### config.mk
export PLATFORM = sky130hd
export DESIGN_NAME = fib_mem_ctrl_flat
export DESIGN_NICKNAME = d
export VERILOG_FILES = /design/src/rtl/fib_mem_ctrl_if.sv /design/src/rtl/fib_mem_ctrl.sv /design/src/flat_wrapper.sv
export SDC_FILE = /design/constraint.sdc
export NUM_CORES = 1
export LEC_CHECK = 0
export CORE_MARGIN = 2
export CORE_UTILIZATION = 40
export DETAILED_ROUTE_END_ITERATION = 8
export SLEW_MARGIN = 40
export SYNTH_ARGS = -nofsm -noshare
export SYNTH_HDL_FRONTEND = slang
export SYNTH_SLANG_ARGS = --single-unit
### constraint.sdc
create_clock -name clk -period 4.8 [get_ports clk]
set_clock_uncertainty 0.2 [all_clocks]
set_input_delay 1.44 -clock clk [delete_from_list [all_inputs] [get_ports clk]]
set_output_delay 1.44 -clock clk [all_outputs]
set_load 0.1 [all_outputs]
### src/rtl/fib_mem_ctrl_if.sv
// fib_mem_ctrl_if: RAM port bundle between the Fibonacci
// memory initiator (master) and the single-port RAM (slave).
interface fib_mem_ctrl_if;
  logic       wr_en;
  logic [7:0] addr;
  logic [7:0] datain;
  logic [7:0] dataout;

  modport master (
    output wr_en,
    output addr,
    output datain,
    input  dataout
  );

  modport slave (
    input  wr_en,
    input  addr,
    input  datain,
    output dataout
  );
endinterface

### src/rtl/fib_mem_ctrl.sv
// fib_mem_ctrl: writes Fibonacci terms into RAM, optional readback.
// Define FIB_VERIFY_EN to build the VERIFY pass and the err flag.
module fib_mem_ctrl #(
  parameter int unsigned COUNT     = 14,
  parameter logic [7:0]  BASE_ADDR = 8'h00
) (
  input  logic       clk,
  input  logic       rst_n,
  input  logic       start,
  fib_mem_ctrl_if.master mem,
  output logic       busy,
  output logic       done,
  output logic       ovf,
  output logic       err,
  output logic [7:0] last_term
);

  typedef enum logic [1:0] {
    IDLE,
    WRITE,
    VERIFY,
    DONE
  } state_t;

  localparam logic [8:0] LAST = 9'(COUNT - 1);

  state_t     state;
  state_t     state_nx;
  logic [8:0] a;
  logic [8:0] b;
  logic [8:0] k;
  logic       wr_last;
  logic       wr_stop;

  // b holds the next term; b[8] means it no longer fits
  assign wr_last = (k == LAST);
  assign wr_stop = wr_last | b[8];

`ifdef FIB_VERIFY_EN
  logic [8:0] wcnt;
  logic       vf_last;

  assign vf_last = (k == wcnt - 9'd1);
`else
  logic unused_dout;

  assign err         = 1'b0;
  assign unused_dout = ^mem.dataout;
`endif

  // state register
  always_ff @(posedge clk or negedge rst_n) begin
    if (!rst_n) state <= IDLE;
    else        state <= state_nx;
  end

  // next state and RAM/status outputs
  always_comb begin
    state_nx   = state;
    mem.wr_en  = 1'b0;
    mem.addr   = 8'h00;
    mem.datain = 8'h00;
    busy       = 1'b0;
    done       = 1'b0;
    unique case (state)
      IDLE: begin
        if (start) state_nx = WRITE;
      end
      WRITE: begin
        busy       = 1'b1;
        mem.wr_en  = 1'b1;
        mem.addr   = BASE_ADDR + k[7:0];
        mem.datain = a[7:0];
`ifdef FIB_VERIFY_EN
        if (wr_stop) state_nx = VERIFY;
`else
        if (wr_stop) state_nx = DONE;
`endif
      end
      VERIFY: begin
`ifdef FIB_VERIFY_EN
        busy     = 1'b1;
        mem.addr = BASE_ADDR + k[7:0];
        if (vf_last) state_nx = DONE;
`else
        state_nx = IDLE;
`endif
      end
      DONE: begin
        done     = 1'b1;
        state_nx = IDLE;
      end
      default: state_nx = IDLE;
    endcase
  end

  // term generator, index and sticky status
  always_ff @(posedge clk or negedge rst_n) begin
    if (!rst_n) begin
      a         <= 9'd0;
      b         <= 9'd0;
      k         <= 9'd0;
      ovf       <= 1'b0;
      last_term <= 8'h00;
`ifdef FIB_VERIFY_EN
      err       <= 1'b0;
      wcnt      <= 9'd0;
`endif
    end else begin
      unique case (state)
        IDLE: begin
          if (start) begin
            a         <= 9'd0;
            b         <= 9'd1;
            k         <= 9'd0;
            ovf       <= 1'b0;
            last_term <= 8'h00;
`ifdef FIB_VERIFY_EN
            err       <= 1'b0;
`endif
          end
        end
        WRITE: begin
          last_term <= a[7:0];
          a         <= b;
          b         <= a + b;
          k         <= k + 9'd1;
          if (!wr_last && b[8]) ovf <= 1'b1;
`ifdef FIB_VERIFY_EN
          if (wr_stop) begin
            wcnt <= k + 9'd1;
            a    <= 9'd0;
            b    <= 9'd1;
            k    <= 9'd0;
          end
`endif
        end
`ifdef FIB_VERIFY_EN
        VERIFY: begin
          if (mem.dataout != a[7:0]) err <= 1'b1;
          a <= b;
          b <= a + b;
          k <= k + 9'd1;
        end
`endif
        default: ;
      endcase
    end
  end

endmodule

### src/flat_wrapper.sv
// flat-port wrapper written by rule: the top's interface ports become plain ports
module fib_mem_ctrl_flat 
#(
  parameter int unsigned COUNT     = 14,
  parameter logic [7:0]  BASE_ADDR = 8'h00
)
  (clk, rst_n, start, busy, done, ovf, err, last_term, mem_wr_en, mem_addr, mem_datain, mem_dataout);
  fib_mem_ctrl_if mem_i ();
  input  logic clk;
  input  logic rst_n;
  input  logic start;
  output logic busy;
  output logic done;
  output logic ovf;
  output logic err;
  output logic [7:0] last_term;
  output wire logic [$bits(mem_i.wr_en)-1:0] mem_wr_en;
  output wire logic [$bits(mem_i.addr)-1:0] mem_addr;
  output wire logic [$bits(mem_i.datain)-1:0] mem_datain;
  input wire logic [$bits(mem_i.dataout)-1:0] mem_dataout;
  assign mem_wr_en = mem_i.wr_en;
  assign mem_addr = mem_i.addr;
  assign mem_datain = mem_i.datain;
  assign mem_i.dataout = mem_dataout;
  fib_mem_ctrl #(.COUNT(COUNT), .BASE_ADDR(BASE_ADDR)) u_core (.clk(clk), .rst_n(rst_n), .start(start), .mem(mem_i), .busy(busy), .done(done), .ovf(ovf), .err(err), .last_term(last_term));
endmodule
==> out/qor.txt <==
Outcome - completed
Synth Area in Adders - 7.15%
Worst Max-Slew Pin Slew - 651 ps
H-tree depth - 2
Initial antenna violation count - 0
Core Area - 4820 µm²
Xor/xnor share of the synthesized area - 1.29%
First-pass GRT wire length - 7480 µm
DRT Pass-1 Iters - 4
Final Non-Filler Cells - 298
Total track usage - 17.7%
Starting density of the core - 42.1%
Synth warn - 0
Final setup violation count - 0
Vias/cell - 5.46
Startpoint Class - flop
Slew HR - 56.6%
Worst setup path class - flop to output port
Layout area overhead - 18.4%
Area taken by multi-input logic gates - 992 µm²
Hpwl dp - 3130 µm
Chip height - 75.2 µm
Die Wd - 75.2 µm
Slew Limit Fails - 0
#FFs+latches synth - 38
Avg WL per Cell - 14.5 µm
1st-iter DRT viols - 131
Worst setup path endpoint - mem_datain[1]
Simple-gate portion of the synthesized area - 14.9%
Worst Setup SP - u_core.state[1]
Top cells by area, synth - dfrtp_1 47%, ha_1 6.2%, and2_1 5.9%
Largest family of logic cells by synthesized area - compound AO/OA/AOI/OAI gates
Synth async-reset ratio - 100%
Vias in the first global route - 1,621
Sequential share of the synthesized area - 46.9%
Post-Syn Instances - 201
Hold Fails Final Rpt - 0
Clock transition at the registers of the reported paths - 70 ps
Max-cap viol count - 0
Crit path DAT - 1880 ps
Avg Inst Size Synth - 10.1 µm²
Count leader, synth - dfrtp_1
Hold Slack - 269 ps
Largest net degree at the start of global routing - 26
Antenna diode count - 0
Final net count - 253
Die area - 5660 µm²
R2r setup slk - 2310 ps
R2r worst-path depth - 6
Net Count, Synth - 223
Detail Route Antenna Nets - 0
Post-synthesis compound-gate area fraction - 25.2%
Post-synth EDFFs - 0
I/O Buffers - 30
Maximum clock frequency - 284 MHz
Number of I/O pins - 40
Setup_tns - 0 ps
Grt ovf - 0
Tcrit/Tclk final - 73.3%
Primary FF master, synth - dfrtp_1
Hold Buf Count CTS - 0
Crit Reg-Reg Startpoint - u_core.b[0]
CTS max path bufs - 2
Layout cells sized above 1 - 18.2%
Clock latency on the worst-skew pair - 280 ps
Routability-driven placement congestion ratio - 0.838
Post-CTS setup buffer count - 0
Via count - 1,626
Area leader, netlist - dfrtp_1
Mux cell area share after synthesis - 0%
Worst min path class - flop to flop
Register area - 951 µm²
Fillcell total - 467
Final core utilization - 49.9%
CP required - 3160 ps
Post-synthesis cell area - 2030 µm²
Routed WL - 4330 µm
Reg-to-Reg End - u_core.b[8]
CP endpoint kind - output port
TritonCTS Buffers - 5
Most frequent cells after synthesis - 38 x dfrtp_1, 19 x and2_1, 16 x o21ai_0, 13 x nand2_1, 12 x a21o_1
Synth top area share - 46.9%
Unique masters post-synth - 45
Crit path max fanout - 25
RSZ-0062 raised after global routing - no
# placed instances - 291
Post-route DRC - 0
TritonCTS clock tree - done
Final min period - 3520 ps
Resized Gates After CTS - 0
Clock sink count - 38
FP Rows - 25
Clk root buf - clkbuf_8
-- worst min path at each step --
stage                              startpoint                   to  slack [ps]  depth (start not counted)
after CTS                 u_core.last_term[1]  u_core.last_term[1]         280                          1
after global placement    u_core.last_term[0]  u_core.last_term[0]         260                          1
after floorplan                   u_core.b[2]          u_core.b[2]         280                          2
after global routing      u_core.last_term[2]  u_core.last_term[2]         290                          1
final                     u_core.last_term[1]  u_core.last_term[1]         270                          1
after detailed placement  u_core.last_term[5]  u_core.last_term[5]         260                          1
-- stage by stage --
step                      setup slack, ps  instance area (µm²)
after floorplan                      1030                 2030
after global placement               1500                 2350
after detailed placement             1420                 2330
after CTS                            1250                 2400
after global routing                 1130                 2400
final                                1280                 2400
-- critical path, cell delays in order, from the launching register on --
cell	delay [ps]
dfrtp_1	400
nand2b_1	160
inv_1	340
buf_12	220
and2_1	160
buf_4	290
-- metal layers --
metal / vias up / routed length (µm) / track usage [%]
li1: 794 / - / -
met1: 784 / 2120 / 24.0
met2: 42 / 1970 / 26.1
met3: 6 / 190 / 5.62
met4: 0 / 38 / 7.41
met5: - / 0 / 0
-- cell usage in the layout, fill, tap and decap left out, types with 4 or more instances in the layout --
cell type  count
a22o_1         9
nand2_1       13
ha_1          10
clkbuf_8       5
and2_1        19
a21oi_1        7
buf_4         20
o21ai_0       16
buf_2         11
nand3_1        4
dfrtp_1       38
inv_1         10
a21o_1        12
nor2_1         7
-- logic make-up (layout without fill, tap and decap cells) --
group,Yosys count,count (layout)
AOI/OAI and AO/OA,70,70
other,1,1
buffers and inverters,21,51
xor gates and xnor gates,3,3
DFF,38,38
adders and majority gates,11,11
and+or+nand+nor,57,57
-- state kept, by name, indices dropped and copies added, names as in the netlist --
name,count
u_core.state,2
u_core.b,9
u_core.a,9
u_core.last_term,8
u_core.ovf,1
u_core.k,9
-- area by class of cell --
cell class                 count  area share [%]
multi-input combinational    142            41.3
sequential                    38            39.6
timing repair buffer          34            10.9
tap                           67            3.49
clock buffer                   7            3.18
inverter                      10            1.56
Power is left out: the tool's default activity adds up to more than one toggle a clock period on the data nets, which glitch-free logic cannot reach.
